==> src/rtl/shift_seq_ctrl_if.sv <==
// Handshake/bus bundle between the serial shift controller, its upstream word source,
// the external 4-bit right-shift register and the downstream serial sink.
interface shift_seq_ctrl_if;
    logic       in_valid;
    logic [3:0] in_data;
    logic       in_ready;
    logic       flush;
    logic       sr_load;
    logic [3:0] sr_data;
    logic       sr_ena;
    logic       sr_q0;
    logic       out_valid;
    logic       out_bit;
    logic       out_last;
    logic       out_ready;
    logic [7:0] word_cnt;

    modport master (
        input  in_valid, in_data, flush, sr_q0, out_ready,
        output in_ready, sr_load, sr_data, sr_ena, out_valid, out_bit, out_last, word_cnt
    );
    modport slave (
        output in_valid, in_data, flush, sr_q0, out_ready,
        input  in_ready, sr_load, sr_data, sr_ena, out_valid, out_bit, out_last, word_cnt
    );
endinterface

==> src/rtl/shift_seq_ctrl.sv <==
// Sequences an external right-shift register to serialise 4-bit words LSB first.
// Optional SHIFT_SEQ_CTRL_PARITY_EN appends an even-parity beat after the data beats.
module shift_seq_ctrl #(
    parameter int SHIFTS = 4
) (
    input  logic            clk,
    input  logic            areset,
    shift_seq_ctrl_if.master bus
);
    typedef enum logic {IDLE, SHIFT} state_t;

    localparam logic [2:0] LAST_DATA = 3'(SHIFTS - 1);
`ifdef SHIFT_SEQ_CTRL_PARITY_EN
    localparam logic [2:0] LAST_BEAT = 3'(SHIFTS);
`else
    localparam logic [2:0] LAST_BEAT = LAST_DATA;
`endif

    state_t     state_q, state_d;
    logic [2:0] beat_q, beat_d;
    logic [7:0] wcnt_q, wcnt_d;
    logic       last, data_beat;
`ifdef SHIFT_SEQ_CTRL_PARITY_EN
    logic       par_q, par_d;
`endif

    always_ff @(posedge clk or posedge areset) begin
        if (areset) begin
            state_q <= IDLE;
            beat_q  <= '0;
            wcnt_q  <= '0;
`ifdef SHIFT_SEQ_CTRL_PARITY_EN
            par_q   <= 1'b0;
`endif
        end else begin
            state_q <= state_d;
            beat_q  <= beat_d;
            wcnt_q  <= wcnt_d;
`ifdef SHIFT_SEQ_CTRL_PARITY_EN
            par_q   <= par_d;
`endif
        end
    end

    always_comb begin
        state_d       = state_q;
        beat_d        = beat_q;
        wcnt_d        = wcnt_q;
`ifdef SHIFT_SEQ_CTRL_PARITY_EN
        par_d         = par_q;
        data_beat     = (beat_q <= LAST_DATA);
`else
        data_beat     = 1'b1;
`endif
        last          = (beat_q == LAST_BEAT);
        bus.in_ready  = 1'b0;
        bus.sr_load   = 1'b0;
        bus.sr_data   = bus.in_data;
        bus.sr_ena    = 1'b0;
        bus.out_valid = 1'b0;
        bus.out_bit   = bus.sr_q0;
        bus.out_last  = 1'b0;
        bus.word_cnt  = wcnt_q;

        case (state_q)
            IDLE: begin
                // flush is ignored here so an abort never blocks the next accept
                bus.in_ready = 1'b1;
                bus.sr_load  = bus.in_valid;
                if (bus.in_valid) begin
                    beat_d  = '0;
                    state_d = SHIFT;
`ifdef SHIFT_SEQ_CTRL_PARITY_EN
                    par_d   = ^bus.in_data;
`endif
                end
            end
            SHIFT: begin
                bus.out_valid = 1'b1;
                bus.out_last  = last;
`ifdef SHIFT_SEQ_CTRL_PARITY_EN
                if (!data_beat) bus.out_bit = par_q;
`endif
                // flush beats a simultaneous transfer: no shift, no count
                bus.sr_ena = bus.out_ready & ~bus.flush & data_beat;
                if (bus.flush) begin
                    state_d = IDLE;
                end else if (bus.out_ready) begin
                    beat_d = beat_q + 3'd1;
                    if (last) begin
                        state_d = IDLE;
                        if (wcnt_q != 8'hFF) wcnt_d = wcnt_q + 8'd1;
                    end
                end
            end
            default: state_d = IDLE;
        endcase
    end
endmodule

==> src/flat_wrapper.sv <==
// flat-port wrapper written by rule: the top's interface ports become plain ports
module shift_seq_ctrl_flat 
#(
    parameter int SHIFTS = 4
)
  (clk, areset, bus_in_valid, bus_in_data, bus_flush, bus_sr_q0, bus_out_ready, bus_in_ready, bus_sr_load, bus_sr_data, bus_sr_ena, bus_out_valid, bus_out_bit, bus_out_last, bus_word_cnt);
  shift_seq_ctrl_if bus_i ();
  input  logic clk;
  input  logic areset;
  input wire logic [$bits(bus_i.in_valid)-1:0] bus_in_valid;
  input wire logic [$bits(bus_i.in_data)-1:0] bus_in_data;
  input wire logic [$bits(bus_i.flush)-1:0] bus_flush;
  input wire logic [$bits(bus_i.sr_q0)-1:0] bus_sr_q0;
  input wire logic [$bits(bus_i.out_ready)-1:0] bus_out_ready;
  output wire logic [$bits(bus_i.in_ready)-1:0] bus_in_ready;
  output wire logic [$bits(bus_i.sr_load)-1:0] bus_sr_load;
  output wire logic [$bits(bus_i.sr_data)-1:0] bus_sr_data;
  output wire logic [$bits(bus_i.sr_ena)-1:0] bus_sr_ena;
  output wire logic [$bits(bus_i.out_valid)-1:0] bus_out_valid;
  output wire logic [$bits(bus_i.out_bit)-1:0] bus_out_bit;
  output wire logic [$bits(bus_i.out_last)-1:0] bus_out_last;
  output wire logic [$bits(bus_i.word_cnt)-1:0] bus_word_cnt;
  assign bus_i.in_valid = bus_in_valid;
  assign bus_i.in_data = bus_in_data;
  assign bus_i.flush = bus_flush;
  assign bus_i.sr_q0 = bus_sr_q0;
  assign bus_i.out_ready = bus_out_ready;
  assign bus_in_ready = bus_i.in_ready;
  assign bus_sr_load = bus_i.sr_load;
  assign bus_sr_data = bus_i.sr_data;
  assign bus_sr_ena = bus_i.sr_ena;
  assign bus_out_valid = bus_i.out_valid;
  assign bus_out_bit = bus_i.out_bit;
  assign bus_out_last = bus_i.out_last;
  assign bus_word_cnt = bus_i.word_cnt;
  shift_seq_ctrl #(.SHIFTS(SHIFTS)) u_core (.clk(clk), .areset(areset), .bus(bus_i));
endmodule
==> config.mk <==
export PLATFORM = sky130hd
export DESIGN_NAME = shift_seq_ctrl_flat
export DESIGN_NICKNAME = d
export VERILOG_FILES = /design/src/rtl/shift_seq_ctrl_if.sv /design/src/rtl/shift_seq_ctrl.sv /design/src/flat_wrapper.sv
export SDC_FILE = /design/constraint.sdc
export NUM_CORES = 1
export LEC_CHECK = 0
export ABC_AREA = 1
export BUFFER_PORTS_ARGS = -buffer_cell sky130_fd_sc_hd__buf_2
export CORE_ASPECT_RATIO = 1.1
export CORE_MARGIN = 2
export CORE_UTILIZATION = 24
export DETAILED_ROUTE_END_ITERATION = 10
export SLEW_MARGIN = 5
export SYNTH_ARGS = -nofsm -noshare
export SYNTH_HDL_FRONTEND = slang
export SYNTH_SLANG_ARGS = --single-unit
==> constraint.sdc <==
create_clock -name clk -period 1.5 [get_ports clk]
set_input_delay 0.3 -clock clk [delete_from_list [all_inputs] [get_ports clk]]
set_output_delay 0.3 -clock clk [all_outputs]
set_load 0.05 [all_outputs]
Word level (Yosys, flattened, before mapping). Index checks and enable logic that the tools add are counted.

Add/sub/neg operators: 2. Equal/unequal tests: 5. Reduce and logical (&&, ||, !) cells: 2. Muxes and demuxes: 14. Bitwise logic cells: 3.

Operators with widths (count): 2-to-1 mux 1 bit (9); 2-to-1 mux 3 bit (3); adder 8 x 1 -> 8 bit, second input constant (1); != test 8 bit, second input constant (1); != test 2 bit, second input constant (3); one-hot mux 3 bit (2 select lines) (1); AND reduction 5 bit (1); adder 3 x 1 -> 3 bit, second input constant (1); == test 3 x 2 -> 1 bit, second input constant (1); AND reduction 3 bit (1); NOT 1 bit (2); one-hot mux 1 bit (2 select lines) (1); bitwise AND 1 bit (1).

Input bits: 10. Word-level logic and storage cells: 29. Register bits: 12. Output and inout port bits: 18.

Longest topological paths before layout.
Depth after elaboration: 5. Gate-level depth with buffers: 8. Gate-level depth less buffers: 8.

Least setup slack after synthesis. No wires, ideal clock.

Path type: reg-to-output. Start point: reg u_core.state_q. End point: out bus_sr_load. Required time: 1200 ps. Setup slack: -347 ps. Buffers on the path: 0. Arrival: 1547 ps. Cell stages (with the launch flop): 4. Cells stage by stage: dfrtp_1 > inv_1 > nand2_1 > inv_1.

Word-level cells in the longest chain between the ends: 1.

Ends and longest elaborated chain: start: declaration (line shift_seq_ctrl.sv:19) `state_t state_q, state_d;`; start signal: assignment (line shift_seq_ctrl.sv:36) `state_q <= state_d;`; 2-to-1 mux 1 bit (line shift_seq_ctrl.sv:65) `case (state_q)`; end: declaration (line flat_wrapper.sv:16) `output wire logic [$bits(bus_i.sr_load)-1:0] bus_sr_load;`.

Every way passes these cells.

Worst setup path after layout.
Start point: reg u_core.beat_q[1]. End point: out bus_out_last.

Word-level cells in the longest chain between the ends: 2.

Ends and longest elaborated chain: start: declaration (line shift_seq_ctrl.sv:20) `logic [2:0] beat_q, beat_d;`; start signal: assignment (line shift_seq_ctrl.sv:37) `beat_q <= beat_d;`; == test 3 x 2 -> 1 bit (line shift_seq_ctrl.sv:55) `last = (beat_q == LAST_BEAT);`; 2-to-1 mux 1 bit (line shift_seq_ctrl.sv:65); end: declaration (line flat_wrapper.sv:21) `output wire logic [$bits(bus_i.out_last)-1:0] bus_out_last;`.

Every way passes these cells.

==> summary.md <==
| Metric | Value |
|---|---|
| Clock latency on the worst-skew pair | `0.27 ns` |
| Max incr delay on CP | `0.39 ns` |
| Max-slew violation count | `0` |
| Slew HR | `67.0%` |
| DRC | `0` |
| Crit end category | `output port` |
| NumNets Final | `130` |
| Routed len/inst | `9.23 um` |
| Final Non-Filler Cells | `150` |
| Clock Tree Root | `clkbuf_4` |
| DIE HEIGHT | `62.7 um` |
| # diodes | `0` |
| Starting Density | `24.9%` |
| Worst Hold Class | `primary input to async pin` |
| Sw frac | `32.6%` |
| Final worst clock skew | `0.00625 ns` |
| Status | `complete, but fails checks` |
| Share of post-route cells with drive strength above 1 | `35.3%` |
| Detailed Routing Iterations Pass 1 | `4` |
| Htree depth | `1` |
| Worst-path cell chain | `ha_2 -> ha_4 -> nand2_2 -> inv_2 -> buf_8` |
| LEAKAGE | `0.494 nW` |
| Commonest non-fill, non-tap cell in the layout | `nand2_1` |
| Clock slew at reported path FFs | `0.08 ns` |
| FP Rows | `21` |
| CTS Buf Count | `3` |
| Worst setup margin | `-0.0423 ns` |
| Vias in the first global route | `517` |
| GPL Wtd Cong | `0.786` |
| First-pass GRT wire length | `2260 um` |
| Register area share after synthesis | `39.9%` |
| Total grt overflow | `0` |
| CP max-delay cell | `dfrtp_1` |
| Critical path type | `flop to output port` |
| Placed cells | `144` |
| Max IR drop VDD | `0.000423 V` |
| Power share of the combinational group | `23.6%` |
| Final hold slack | `0.0319 ns` |
| PortBufs | `17` |
| Clock Path Buffers | `2` |
| Failing checks | `setup timing` |
| RSZ-0062 raised after global routing | `true` |
| Buf/Inv on CP | `2` |
| CP startpoint kind | `flop` |
| Clock power frac | `31.3%` |
| # setup viols final | `1` |
| Seq pwr share | `45.1%` |
| Initial antenna violation count | `0` |
| Synth unique cells | `17` |
| F_max | `648 MHz` |
| Largest net degree at the start of global routing | `13` |
| Largest fanout on the critical path | `2` |
| Yosys reg bits | `12` |
| Ys Warns | `0` |
| Routed vias/inst | `4.11` |
| Clock Sinks | `12` |
| Cell family with most CP delay | `flip-flops` |
| Syn_nets | `111` |
| Io pins | `28` |
| P_sw | `0.000269 W` |
| Area grow syn2layout | `26.3%` |
| GRT Resource Usage Total | `8.08%` |
| Netlist Area Pre-Place | `752 um2` |
| Via count | `617` |
| Most frequent cells in the layout | `37 x nand2_1, 14 x buf_2, 9 x inv_1, 9 x dfrtp_1, 8 x nand3_1` |
| Fillers | `315` |
| Stages on worst setup path | `5` |
| Core area | `3020 um2` |
| CTS tree | `done` |
| Detail Route Antenna Nets | `0` |
| CP Data Arrival Time | `1.24 ns` |
| Iteration-0 DRC Markers | `8` |
| Max-cap violations | `0` |
| Hold Violations, Final | `0` |
| PD cells | `869 nW/um2` |
| WL final | `1390 um` |
| Die W | `57.4 um` |
| Die area | `3600 um2` |
| Int Pwr | `0.000556 W` |
| CP required | `1.20 ns` |
| R2R depth | `7` |
| Synth Instances | `98` |
| Period minus WS final | `1.54 ns` |
| Avg Inst Size Synth | `7.67 um2` |
| Final worst path period share | `103%` |
| Measured slew at the worst slew-check pin | `0.494 ns` |
==> Yosys cell counts <==
library cell   n  area (um2)
inv_1         11        41.3
nand2_8        1        20.0
inv_4          1        6.26
buf_4          5        37.5
xnor2_1        2        17.5
nand2_4        1        11.3
o21ai_0        3        15.0
nand2_2        1        6.26
inv_2          1        3.75
dfrtp_1       12         300
ha_1           3        37.5
nand2_1       39         146
nand4_1        1        6.26
nor2_4         3        33.8
xor2_1         1        8.76
nor2_1         4        15.0
nand3_1        9        45.0
==> per-layer routing <==
metal / global-route usage (%) / vias up / wire length (um)
met5: 0 / - / 0
met4: 4.65 / 0 / 29
met3: 3.31 / 4 / 80
met2: 10.7 / 12 / 621
met1: 10.9 / 268 / 654
li1: - / 333 / -
==> through the flow <==
step                      setup WS, ns  util (%)  area, um2  TNS [ns]  power (W)
after floorplan                 -0.138         -        759    -0.138   0.000538
after global placement           0.156      28.1        850         0   0.000540
after detailed placement         0.142      28.1        850         0   0.000545
after CTS                      -0.0557      30.4        920   -0.0636   0.000825
after global routing            -0.112      31.4        950    -0.117   0.000874
final                          -0.0423      31.4        950   -0.0423   0.000825
==> final cells by class <==
| type | count | area, um2 | share of cell area (%) |
|---|---|---|---|
| Inverter | 13 | 55.1 | 5.80 |
| Multi-Input combinational cell | 68 | 393 | 41.4 |
| Timing Repair Buffer | 19 | 119 | 12.5 |
| Tap cell | 34 | 42.5 | 4.48 |
| Clock buffer | 4 | 36.3 | 3.82 |
| Sequential cell | 12 | 304 | 32.0 |
==> cells by family after synthesis <==
logic type | Yosys count | synth area share, %
xor gates and xnor gates | 3 | 3.49
buffers and inverters | 18 | 11.8
and+or+nand+nor | 59 | 37.8
AOI/OAI and AO/OA | 3 | 2.00
DFF | 12 | 39.9
adders and majority gates | 3 | 4.99
==> repair_timing <==
action                     CTS  global route
setup endpoints to repair    3             3
pin swaps                    0             2
setup buffers                1             1
hold buffers                 0             0
cloned                       0             0
gates resized for setup      7             7
==> flip-flops by register name, indices dropped and copies added, names as in the netlist <==
name	cells
u_core.state_q	1
u_core.bus.word_cnt	8
u_core.beat_q	3
==> power by group through the flow <==
stage	sequential (W)	combinational (W)	clock [W]
global placement	0.000377	0.000163	0
finish	0.000372	0.000195	0.000259
CTS	0.000372	0.000183	0.000270
detailed placement	0.000379	0.000166	0
global route	0.000377	0.000213	0.000284
floorplan	0.000416	0.000123	0
==> worst register-to-register path: cells and delay by family (launching register included) <==
kind                     cells  cell delay (ns)
AO/OA/AOI/OAI                1             0.08
flip-flops                   1             0.37
adder cells (fa/ha/maj)      2             0.32
AND/OR/NAND/NOR              4             0.45
==> worst paths after layout <==
path	startpoint	endpoint	slack (ns)
max	u_core.beat_q[1]	bus_out_last	-0.04
min reg2reg	u_core.beat_q[2]	u_core.beat_q[2]	0.53
max reg2reg	u_core.beat_q[1]	u_core.bus.word_cnt[2]	0.16
min	areset	u_core.bus.word_cnt[1]	0.03
max in group asynchronous	areset	u_core.state_q	1.10
min in group clk	bus_in_valid	u_core.state_q	0.28
Note: power is estimated with default switching activity, not from simulation.
